--- src/rtl/fetch_decode_ctrl.sv ---
// Fetch/decode sequencer: requests one instruction word per PC value, decodes it
// for a single EXEC cycle into PC-unit strobes, and stops on HALT, illegal opcode or fetch timeout.
module fetch_decode_ctrl #(
    parameter int BITSIZE = 16,
    parameter int TIMEOUT = 15
) (
    input  logic               clk_i,
    input  logic               rst_ni,
    input  logic [BITSIZE-1:0] pc_in_i,
    output logic               imem_req_o,
    output logic [BITSIZE-1:0] imem_addr_o,
    input  logic               imem_ack_i,
    input  logic [15:0]        imem_data_i,
    output logic [7:0]         disp_o,
    output logic [3:0]         ra_o,
    output logic [3:0]         rw_o,
    output logic               jmp_o,
    output logic               branch_o,
    output logic               wren_o,
    output logic               clken_o,
    output logic               halted_o,
    output logic               fault_o,
    output logic [15:0]        retired_o
);

    typedef enum logic [1:0] {IDLE, REQ, EXEC, HALT} state_e;

    localparam int            CW = $clog2(TIMEOUT + 1);
    localparam logic [CW-1:0] TO = CW'(TIMEOUT);

    localparam logic [3:0] OP_NOP  = 4'h0;
    localparam logic [3:0] OP_BR   = 4'h1;
    localparam logic [3:0] OP_JR   = 4'h2;
    localparam logic [3:0] OP_JAL  = 4'h3;
    localparam logic [3:0] OP_LNK  = 4'h4;
    localparam logic [3:0] OP_HALT = 4'hF;

    state_e             state_q, state_d;
    logic [15:0]        ir_q;
    logic [CW-1:0]      wcnt_q;
    logic [CW-1:0]      wcnt_inc;
    logic [BITSIZE-1:0] addr_q;
    logic [15:0]        ret_q;
    logic               halted_q;
    logic               fault_q;
    logic [3:0]         opcode;
    logic               op_legal;
    logic               timeout_hit;

    assign opcode      = ir_q[15:12];
    assign op_legal    = (opcode <= OP_LNK);
    assign wcnt_inc    = wcnt_q + CW'(1);
    assign timeout_hit = (state_q == REQ) && !imem_ack_i && (wcnt_inc == TO);

    // State register
    always_ff @(posedge clk_i or negedge rst_ni) begin
        if (!rst_ni) begin
            state_q <= IDLE;
        end else begin
            state_q <= state_d;
        end
    end

    // Next-state logic
    always_comb begin
        state_d = state_q;
        case (state_q)
            IDLE: state_d = REQ;
            REQ: begin
                if (imem_ack_i) begin
                    state_d = EXEC;
                end else if (timeout_hit) begin
                    state_d = HALT;
                end
            end
            EXEC:    state_d = op_legal ? REQ : HALT;
            HALT:    state_d = HALT;
            default: state_d = IDLE;
        endcase
    end

    // Output logic: strobes exist only during the single EXEC cycle
    always_comb begin
        imem_req_o = (state_q == REQ);
        jmp_o      = 1'b0;
        branch_o   = 1'b0;
        wren_o     = 1'b0;
        clken_o    = 1'b0;
        if (state_q == EXEC) begin
            case (opcode)
                OP_NOP: clken_o = 1'b1;
                OP_BR: begin
                    clken_o  = 1'b1;
                    branch_o = 1'b1;
                end
                OP_JR: begin
                    clken_o = 1'b1;
                    jmp_o   = 1'b1;
                end
                OP_JAL: begin
                    clken_o = 1'b1;
                    jmp_o   = 1'b1;
                    wren_o  = 1'b1;
                end
                OP_LNK: begin
                    clken_o = 1'b1;
                    wren_o  = 1'b1;
                end
                default: ;
            endcase
        end
    end

    // Datapath: fetch address, IR, wait counter, retire counter, sticky flags
    always_ff @(posedge clk_i or negedge rst_ni) begin
        if (!rst_ni) begin
            addr_q   <= '0;
            ir_q     <= '0;
            wcnt_q   <= '0;
            ret_q    <= '0;
            halted_q <= 1'b0;
            fault_q  <= 1'b0;
        end else begin
            // Address is captured once on REQ entry so it stays stable while waiting
            if (state_d == REQ && state_q != REQ) begin
                addr_q <= pc_in_i;
            end
            if (state_q == REQ) begin
                if (imem_ack_i) begin
                    ir_q   <= imem_data_i;
                    wcnt_q <= '0;
                end else begin
                    wcnt_q <= wcnt_inc;
                end
            end
            if (clken_o) begin
                ret_q <= ret_q + 16'd1;
            end
            if (timeout_hit) begin
                halted_q <= 1'b1;
                fault_q  <= 1'b1;
            end
            if (state_q == EXEC && !op_legal) begin
                halted_q <= 1'b1;
                if (opcode != OP_HALT) begin
                    fault_q <= 1'b1;
                end
            end
        end
    end

    assign imem_addr_o = addr_q;
    assign disp_o      = ir_q[7:0];
    assign ra_o        = ir_q[7:4];
    assign rw_o        = ir_q[11:8];
    assign halted_o    = halted_q;
    assign fault_o     = fault_q;
    assign retired_o   = ret_q;

endmodule

--- config.mk ---
export PLATFORM = sky130hd
export DESIGN_NAME = fetch_decode_ctrl
export DESIGN_NICKNAME = d
export VERILOG_FILES = /design/src/rtl/fetch_decode_ctrl.sv
export SDC_FILE = /design/constraint.sdc
export NUM_CORES = 1
export LEC_CHECK = 0
export BUFFER_PORTS_ARGS = -buffer_cell sky130_fd_sc_hd__buf_2
export CAP_MARGIN = 5
export CORE_ASPECT_RATIO = 1.25
export CORE_MARGIN = 4
export CORE_UTILIZATION = 43
export DETAILED_ROUTE_END_ITERATION = 10
export GPL_ROUTABILITY_DRIVEN = 0
export HOLD_SLACK_MARGIN = 0.03
export PLACE_DENSITY_LB_ADDON = 0.15
export SLEW_MARGIN = 10
export SYNTH_ARGS = -nofsm -noshare
export SYNTH_HDL_FRONTEND = slang
export SYNTH_SLANG_ARGS = --single-unit
--- constraint.sdc ---
create_clock -name clk_i -period 4.4 [get_ports clk_i]
set_input_delay 0.22 -clock clk_i [delete_from_list [all_inputs] [get_ports clk_i]]
set_output_delay 0.22 -clock clk_i [all_outputs]
set_load 0.02 [all_outputs]
==> out/metrics.cfg, run 1 <==
[detailed_routing]
vias = 1660
drtAntennaViolNets = 0
viasPerCell = 4.985
avgRoutedWirePerCell_um = 14.25
drt_wl_total_um = 4744
drt_iter0_drc = 49
drc = 0
first_pass_iters = 4

[critical_path]
crit_slowest_cell = or3b_1
max_stage_delay_ps = 550
setup.worst_path.class = flip-flop to output port
crit_family = simple AND/OR/NAND/NOR gates
r2r_setup_slack_ps = 2340
reg2reg_from = ir_q[13]$_DFFE_PN0P_
worst-path-buf-inv = 1
r2r-end = imem_addr_o[5]$_DFFE_PN0P_
end_kind = output port
crit_chain = or3b_1 > nor2_1 > buf_2
ff2ff_path_depth = 4
critPathArrivalTime_ps = 1860
crit_required_ps = 4180
crit_path_max_fanout = 6
start_kind = flip-flop

[floorplanning]
die-area_mm2 = 0.007224
start_util_pct = 44.06
die_h_um = 94.04
rows = 31
io_pins = 90
die_width_um = 76.83
core_mm2 = 0.005779

[sta]
setup_violations = 0
final_max_slew_viol_count = 0
fin_skew_ps = 6.765
setup_ws_ps = 2323
slew_headroom_pct = 51.96
fin_crit_ps = 2077
rsz0062_at_grt = no
fmax_mhz = 481.5
setup_tns_ps = 0
tightest_slew_ps = 718.8
final_hold_viol_count = 0
fin_crit_sh_pct = 47.20

[yosys]
synth-async-reset-ratio_pct = 100.0
synth_edf_count = 0
yosysWarningCount = 0
yosysSeqAreaShare_pct = 55.04
ys_types = 40
syn_nets = 228
syn_avg_cell_area_um2 = 13.40
synth_flop_cell = dfrtp_1
syn-instance-count = 190
synth-seq-cells = 56
syn_area_mm2 = 0.002546

[power_and_ir_drop]
sw_frac_of_total_pct = 20.60
p_int_mw = 0.6564
clkPwrFrac_pct = 34.2
p_comb_share_pct = 3.4
power.net_switching_mw = 0.1704
p_per_area_mw_per_mm2 = 275.2
leakage_nw = 1.651
vdd.ir_drop.worst_v = 0.0001446
seqPwrFrac_pct = 62.4

[cells_and_area]
fin_nets = 304
drive_gt1_share_pct = 50.94
area_growth_pct = 17.99
finalCoreUtilization_pct = 51.98
num_antenna_cells = 0
fill_cells = 502
final_area_mm2 = 0.003004
fin_cells = 333

[clocking]
ctsHoldBuffers = 0
clkSinkCount = 56
cts_tree = built
cts_max_level = 2
clkTransAtPathRegs_ps = 90
cts_made_buffers = 5
clock_latency_ps = 300
clockBufferDepth = 2
cts-root-buf = clkbuf_8
cts_resized = 0
cts_setup_buffers = 0

[global_routing]
antenna_found_initial = 0
grt_remaining_overflow = 0
grt_max_degree = 57
grt_pass1_vias = 1798
track_usage_pct = 14.42
grt_pass1_wl_um = 8314

[worst_hold_path]
min_path_type = input pin to asynchronous set/reset pin

[place]
place_area_mm2 = 0.002914
io_buffers = 89
dpl.cell_count = 325
dp_hpwl_um = 3498
pre_cts_slack_ps = 2338

[flow_run]
drv_cap = 0

[run_status]
status = completed

synthesized netlist by cell type, types with 2 or more instances:
master | number | area (µm²)
and4_1 | 2 | 17.52
nand2_1 | 9 | 33.78
nand3_1 | 8 | 40.04
buf_4 | 17 | 127.6
dfrtp_1 | 56 | 1401
nor3_1 | 2 | 10.01
a21oi_1 | 3 | 15.01
xnor2_1 | 13 | 113.9
nor2b_1 | 2 | 12.51
nor3_4 | 2 | 32.53
mux2_2 | 24 | 270.3
nand4_1 | 4 | 25.02
ha_1 | 3 | 37.54
xor2_1 | 2 | 17.52
and3_1 | 4 | 25.02
nor4b_1 | 2 | 17.52
mux2_4 | 9 | 135.1
o21ai_0 | 3 | 15.01
nor2_1 | 4 | 15.01
worst max path at each step:
| stage | from | to | cells past startpoint |
|---|---|---|---|
| final | state_q[0]$_DFF_PN0_ | clken_o | 3 |
| after global routing | state_q[0]$_DFF_PN0_ | clken_o | 3 |
| after CTS | state_q[0]$_DFF_PN0_ | clken_o | 3 |
| after detailed placement | ir_q[13]$_DFFE_PN0P_ | imem_addr_o[5]$_DFFE_PN0P_ | 4 |
| after global placement | ir_q[13]$_DFFE_PN0P_ | imem_addr_o[4]$_DFFE_PN0P_ | 4 |
| after floorplan | state_q[0]$_DFF_PN0_ | branch_o | 3 |
stage by stage:
step / total power [mW] / hold WS [ps]
finish: 0.8268 / 33.95
global placement: 0.5559 / 404.2
detailed placement: 0.5559 / 404.0
floorplan: 0.5284 / -75.59
global route: 0.8662 / 102.4
CTS: 0.8452 / 64.99
cells in the final DEF, fill, tap and decap left out, drive strengths merged, types with 3 or more instances in the layout:
cell type / netlist / layout
buf: 20 / 90
xnor2: 13 / 13
a21oi: 4 / 4
nand4: 4 / 4
dfrtp: 56 / 56
mux2: 33 / 33
nor2: 4 / 4
ha: 3 / 3
nand3: 8 / 8
clkbuf: 1 / 8
nor3: 4 / 4
and3: 4 / 4
o21ai: 3 / 3
nand2: 9 / 9
logic make-up (layout without fill, tap and decap cells):
kind of cell	Yosys count	count (layout)	synth area share, %
DFF	56	56	55.04
and+or+nand+nor	46	46	11.16
muxes	33	33	15.92
buffers and inverters	23	100	6.879
xor gates and xnor gates	15	15	5.160
AOI/OAI and AO/OA	14	14	4.374
adders and majority gates	3	3	1.474
final cells by class:
type                            count  area [µm²]  area share [%]
Tap cell                           66       82.58           2.749
Inverter                            2       7.507          0.2499
Multi-Input combinational cell    111       969.7           32.28
Sequential cell                    56        1401           46.65
Clock buffer                        8       90.09           2.999
Timing Repair Buffer               90       452.9           15.08
flip-flops by register name, summed over array words and instances, names as in the netlist:
register	cells
imem_addr_o	16
ir_q	16
retired_o	16
wcnt_q	4
state_q	2
fault_o	1
halted_o	1
power by group through the flow:
| stage | clock network (mW) | registers, mW | logic [mW] |
|---|---|---|---|
| after global placement | 0 | 0.526 | 0.0298 |
| after CTS | 0.299 | 0.516 | 0.0299 |
| after floorplan | 0 | 0.527 | 0.00121 |
| after detailed placement | 0 | 0.526 | 0.0298 |
| final | 0.283 | 0.516 | 0.0283 |
| after global routing | 0.317 | 0.516 | 0.0331 |
routing by layer:
metal	routed length, µm	up-vias	GRT usage (%)
met5	0	-	0
met4	69	0	4.985
met1	1987	809	17.03
met2	2368	48	24.20
met3	319	6	5.278
li1	-	797	-
No activity file was read; power rests on OpenSTA's default activity.
==> inputs of run 2 (changes only) <==
==> constraint.sdc (replaced) <==
create_clock -name clk_i -period 1.86 [get_ports clk_i]
set_input_delay 0.093 -clock clk_i [delete_from_list [all_inputs] [get_ports clk_i]]
set_output_delay 0.093 -clock clk_i [all_outputs]
set_load 0.02 [all_outputs]
==> out/metrics.cfg, run 2 (synthesis gave the netlist of run 1 again) <==
[place]
io_buffers = 89  ; unchanged
dpl.cell_count = 334  ; was 325
dp_hpwl_um = 3737  ; was 3498 µm

[clocking]
clkTransAtPathRegs_ps = 90  ; about the same
clock_latency_ps = 300  ; about the same
cts_tree = built  ; unchanged
clockBufferDepth = 2  ; unchanged
cts_made_buffers = 5  ; unchanged
cts_max_level = 2  ; unchanged
cts-root-buf = clkbuf_8  ; unchanged
clkSinkCount = 56  ; unchanged

[run_status]
status = completed  ; unchanged

[global_routing]
grt_pass1_wl_um = 9183  ; was 8314 µm
antenna_found_initial = 0  ; unchanged
track_usage_pct = 15.83  ; was 14.42%
grt_max_degree = 25  ; was 57
grt_remaining_overflow = 0  ; unchanged
grt_pass1_vias = 1995  ; was 1798

[power_and_ir_drop]
p_comb_share_pct = 6.1  ; was 3.4%
vdd.ir_drop.worst_v = 0.0003517  ; was 0.0001446 V
power.net_switching_mw = 0.4059  ; was 0.1704 mW
clkPwrFrac_pct = 33.0  ; was 34.2%
leakage_nw = 1.829  ; was 1.651 nW
seqPwrFrac_pct = 60.9  ; was 62.4%
p_int_mw = 1.598  ; was 0.6564 mW
p_per_area_mw_per_mm2 = 586.6  ; was 275.2 mW/mm²
sw_frac_of_total_pct = 20.26  ; was 20.60%

[critical_path]
crit_required_ps = 2050  ; was 4180 ps
critPathArrivalTime_ps = 1950  ; was 1860 ps
setup.worst_path.class = flip-flop to flip-flop  ; was flip-flop to output port
end_kind = flip-flop  ; was output port
start_kind = flip-flop  ; unchanged
crit_path_max_fanout = 17  ; was 6

[cells_and_area]
final_cell_mix = 89 x buf_2, 56 x dfrtp_1, 32 x dlygate4sd3_1, 24 x mux2_2, 13 x xnor2_1  ; was 89 x buf_2, 56 x dfrtp_1, 24 x mux2_2, 13 x xnor2_1
multi_input_area_um2 = 980.9  ; was 969.7 µm²
fin_nets = 345  ; was 304
ff_latch_area_mm2 = 0.001401  ; unchanged
final_common_cell = buf_2  ; unchanged
drive_gt1_share_pct = 48.05  ; was 50.94%
fill_cells = 490  ; was 502
area_growth_pct = 34.15  ; was 17.99%
num_antenna_cells = 0  ; unchanged
fin_cells = 374  ; was 333

[sta]
fin_crit_sh_pct = 94.67
fin_skew_ps = 7.430  ; was 6.765 ps
final_max_slew_viol_count = 0  ; unchanged
fmax_mhz = 567.9
setup_violations = 0  ; unchanged
slew_headroom_pct = 68.38  ; was 51.96%
fin_hold_ws_ps = 35.64  ; was 33.95 ps
fin_crit_ps = 1761
final_hold_viol_count = 0  ; unchanged
setup_tns_ps = 0  ; unchanged
tightest_slew_ps = 474.3  ; was 718.8 ps
rsz0062_at_grt = no  ; unchanged

[flow_run]
drv_cap = 0  ; unchanged

[floorplanning]
start_util_pct = 44.06  ; unchanged
io_pins = 90  ; unchanged
die_h_um = 94.04  ; unchanged
die_width_um = 76.83  ; unchanged
rows = 31  ; unchanged
core_mm2 = 0.005779  ; unchanged
die-area_mm2 = 0.007224  ; unchanged

[detailed_routing]
vias = 1816  ; was 1660
drt_iter0_drc = 72  ; was 49
drt_wl_total_um = 5334  ; was 4744 µm
viasPerCell = 4.856  ; was 4.985
first_pass_iters = 2  ; was 4
drtAntennaViolNets = 0  ; unchanged
drc = 0  ; unchanged
avgRoutedWirePerCell_um = 14.26  ; was 14.25 µm

[worst_hold_path]
min_path_type = input pin to flip-flop  ; was input pin to asynchronous set/reset pin

## run 2: worst paths after layout
path / startpoint / end / slack, ps / cells past startpoint
worst max-delay path: ir_q[12]$_DFFE_PN0P_ / imem_addr_o[4]$_DFFE_PN0P_ / 100 / 5
worst min-delay path: imem_data_i[14] / ir_q[14]$_DFFE_PN0P_ / 40 / 2
worst max register to register: ir_q[12]$_DFFE_PN0P_ / imem_addr_o[4]$_DFFE_PN0P_ / 100 / 5
worst min register to register: retired_o[15]$_DFFE_PN0P_ / retired_o[15]$_DFFE_PN0P_ / 480 / 1
max in group asynchronous: rst_ni / ir_q[15]$_DFFE_PN0P_ / 910 / 3
min in group asynchronous: rst_ni / halted_o$_DFFE_PN0P_ / 270 / 2
## run 2: per-layer routing
metal	global-route usage [%]	share of wire [%]	up-vias
met5	0	0	-
met4	4.834	1.1	0
met3	3.935	5.4	7
met2	27.11	51	50
met1	19.70	43	882
li1	-	-	877
## run 2: cell type report
class | instances | area share (%)
Clock buffer | 8 | 2.637
Sequential cell | 56 | 41.03
Inverter | 2 | 0.2198
Multi-Input combinational cell | 111 | 28.72
Timing Repair Buffer | 131 | 24.98
Tap cell | 66 | 2.418
## run 2: what timing repair did
| item | CTS | global route |
|---|---|---|
| buffers inserted | 0 | 0 |
| setup endpoints to repair | 2 | 2 |
| hold buffers | 32 | 0 |
| hold endpoints to repair | 49 | 0 |
| resized for setup | 1 | 2 |
## run 2: power groups by stage
| stage | sequential, mW | clock (mW) | combinational (mW) |
|---|---|---|---|
| 2_1_floorplan | 1.25 | 0 | 0.00285 |
| 3_3_place_gp | 1.24 | 0 | 0.0726 |
| 3_5_place_dp | 1.24 | 0 | 0.0737 |
| 4_1_cts | 1.22 | 0.690 | 0.125 |
| 5_1_grt | 1.22 | 0.738 | 0.138 |
| 6_report | 1.22 | 0.661 | 0.123 |
## run 2: critical path, cell delays in order, from the launching register on
cell	delay [ps]
dfrtp_1	440
o21a_4	250
or2_4	260
a21oi_4	170
buf_12	180
mux2_2	350
## run 2: per-stage QoR
stage | instance area (µm²) | power (mW) | setup slack [ps] | util [%]
global route | 3416 | 2.097 | 3.537 | 59.10
CTS | 3407 | 2.035 | 51.68 | 58.95
global placement | 2994 | 1.317 | 144.7 | 51.81
detailed placement | 2994 | 1.318 | 109.8 | 51.81
finish | 3416 | 2.004 | 99.19 | 59.10
floorplan | 2546 | 1.250 | 1.126 | -
==> inputs of run 3 (changes only) <==
--- a/config.mk
+++ b/config.mk
@@ -6,15 +6,14 @@
 export NUM_CORES = 1
 export LEC_CHECK = 0
 export BUFFER_PORTS_ARGS = -buffer_cell sky130_fd_sc_hd__buf_2
-export CAP_MARGIN = 5
 export CORE_ASPECT_RATIO = 1.25
 export CORE_MARGIN = 4
 export CORE_UTILIZATION = 43
 export DETAILED_ROUTE_END_ITERATION = 10
 export GPL_ROUTABILITY_DRIVEN = 0
+export GPL_TIMING_DRIVEN = 0
 export HOLD_SLACK_MARGIN = 0.03
 export PLACE_DENSITY_LB_ADDON = 0.15
-export SLEW_MARGIN = 10
 export SYNTH_ARGS = -nofsm -noshare
 export SYNTH_HDL_FRONTEND = slang
 export SYNTH_SLANG_ARGS = --single-unit
==> out/metrics.cfg, run 3 (synthesis gave the netlist of run 1 again) <==
[run_status]
status = completed  ; unchanged

[detailed_routing]
drtAntennaViolNets = 0  ; unchanged
avgRoutedWirePerCell_um = 13.26  ; was 14.26 µm
wl_met3_um = 295  ; was 288 µm
routed-wl-met2_um = 2587  ; was 2710 µm
highest_layer = met4  ; unchanged
met1_length_um = 2211  ; was 2274 µm
drt_iter0_drc = 39  ; was 72
drc = 0  ; unchanged
drt_wl_total_um = 5171  ; was 5334 µm
vias = 1884  ; was 1816
first_pass_iters = 4  ; was 2
viasPerCell = 4.831  ; was 4.856

[sta]
fin_skew_ps = 9.965  ; was 7.430 ps
fin_crit_ps = 1769  ; was 1761 ps
fmax_mhz = 565.3  ; was 567.9 MHz
final_max_slew_viol_count = 0  ; unchanged
setup_violations = 0  ; unchanged
setup_ws_ps = 91.17  ; was 99.19 ps
fin_hold_ws_ps = 76.12  ; was 35.64 ps
fin_crit_sh_pct = 95.10  ; was 94.67%
final_hold_viol_count = 0  ; unchanged
tightest_slew_ps = 687.7  ; was 474.3 ps
slew_headroom_pct = 54.15  ; was 68.38%
rsz0062_at_grt = no  ; unchanged
setup_tns_ps = 0  ; unchanged

[cells_and_area]
area_growth_pct = 40.29  ; was 34.15%
final_area_mm2 = 0.003572  ; was 0.003416 mm²
num_antenna_cells = 0  ; unchanged
finalCoreUtilization_pct = 61.81  ; was 59.10%
drive_gt1_share_pct = 51.23  ; was 48.05%
fin_nets = 361  ; was 345
fin_cells = 390  ; was 374
final_cell_mix = 89 x buf_2, 53 x dfrtp_1, 33 x dlygate4sd3_1, 24 x mux2_2, 21 x buf_4  ; was 89 x buf_2, 56 x dfrtp_1, 32 x dlygate4sd3_1, 24 x mux2_2, 13 x xnor2_1
fill_cells = 487  ; was 490
final_common_cell = buf_2  ; unchanged

[global_routing]
grt_pass1_wl_um = 8769  ; was 9183 µm
antenna_found_initial = 0  ; unchanged
track_usage_pct = 14.89  ; was 15.83%
grt_remaining_overflow = 0  ; unchanged
grt_max_degree = 57  ; was 25
grt_pass1_vias = 1933  ; was 1995

[floorplanning]
start_util_pct = 44.06  ; unchanged
die-area_mm2 = 0.007224  ; unchanged
core_mm2 = 0.005779  ; unchanged
die_h_um = 94.04  ; unchanged
io_pins = 90  ; unchanged
die_width_um = 76.83  ; unchanged
rows = 31  ; unchanged

[clocking]
clkSinkCount = 56  ; unchanged
clkTransAtPathRegs_ps = 100  ; was 90 ps
cts_made_buffers = 5  ; unchanged
clockBufferDepth = 2  ; unchanged
cts_tree = built  ; unchanged
cts-root-buf = clkbuf_8  ; unchanged
cts_max_level = 2  ; unchanged
clock_latency_ps = 300  ; about the same

[critical_path]
r2r_setup_slack_ps = 90  ; was 100 ps
end_kind = flip-flop  ; unchanged
crit_path_max_fanout = 7  ; was 17
r2r-end = imem_addr_o[2]$_DFFE_PN0P_  ; was imem_addr_o[4]$_DFFE_PN0P_
ff2ff_path_depth = 5  ; unchanged
start_kind = flip-flop  ; unchanged
reg2reg_from = ir_q[13]$_DFFE_PN0P_  ; was ir_q[12]$_DFFE_PN0P_
setup.worst_path.class = flip-flop to flip-flop  ; unchanged
crit_required_ps = 2050  ; about the same
critPathArrivalTime_ps = 1960  ; was 1950 ps

[place]
place_area_mm2 = 0.003074  ; was 0.002994 mm²
io_buffers = 89  ; unchanged
dpl.cell_count = 345  ; was 334
pre_cts_slack_ps = -60.95  ; was 109.8 ps
dp_hpwl_um = 3494  ; was 3737 µm

[flow_run]
drv_cap = 0  ; unchanged

[worst_hold_path]
holdPathStages = 2  ; unchanged
hp-start = imem_ack_i  ; was imem_data_i[14]
min_to = wcnt_q[1]$_DFFE_PN0N_  ; was ir_q[14]$_DFFE_PN0P_
min_path_type = input pin to flip-flop  ; unchanged

[power_and_ir_drop]
vdd.ir_drop.worst_v = 0.0004075  ; was 0.0003517 V
p_total_mw = 2.111  ; was 2.004 mW
leakage_nw = 1.923  ; was 1.829 nW
p_per_area_mw_per_mm2 = 591.1  ; was 586.6 mW/mm²

## run 3: how the worst max path moves through the flow
| stage | from | endpoint | slack (ps) | cells past startpoint |
|---|---|---|---|---|
| finish | ir_q[13]$_DFFE_PN0P_ | imem_addr_o[2]$_DFFE_PN0P_ | 90 | 5 |
| global route | ir_q[15]$_DFFE_PN0P_ | wren_o | 9 | 5 |
| CTS | state_q[1]$_DFF_PN0_ | ir_q[14]$_DFFE_PN0P_ | 4 | 6 |
| detailed placement | ir_q[13]$_DFFE_PN0P_ | imem_addr_o[12]$_DFFE_PN0P_ | -60 | 5 |
| global placement | ir_q[13]$_DFFE_PN0P_ | imem_addr_o[10]$_DFFE_PN0P_ | -50 | 5 |
| floorplan | state_q[0]$_DFF_PN0_ | retired_o[1]$_DFFE_PN0P_ | 1 | 4 |
## run 3: cell type report
type / count / area (µm²) / share of cell area, %
clock inverter: 2 / 35.03 / 0.9807
buffer: 21 / 167.7 / 4.694
sequential: 56 / 1405 / 39.33
clock buffer: 6 / 72.57 / 2.032
inverter: 2 / 7.507 / 0.2102
multi-input combinational: 111 / 980.9 / 27.46
tap: 66 / 82.58 / 2.312
timing repair buffer: 126 / 820.8 / 22.98
## run 3: timing repair
item,in CTS,in global routing
hold endpoints to repair,32,56
endpoints found under the setup margin,10,13
buffers inserted,1,3
hold buffers,32,1
pin swaps,1,0
gates resized for setup,1,5
## run 3: power breakdown
part / leakage [nW] / switching, mW / internal [mW] / total, mW
sequential: 0.744 / 0.00164 / 1.22 / 1.22
clock: 0.0552 / 0.370 / 0.400 / 0.770
combinational: 1.12 / 0.0468 / 0.0742 / 0.121
## run 3: worst max-delay path, cell delays in order, from the launching register on
cell	delay (ps)
dfrtp_2	470
o21a_4	270
or2_4	260
a21oi_4	200
buf_12	150
mux2_2	330
## run 3: layer usage
layer	track usage, %	up-vias
li1	-	918
met1	18.31	907
met2	25.65	52
met3	3.839	7
met4	4.532	0
met5	0	-
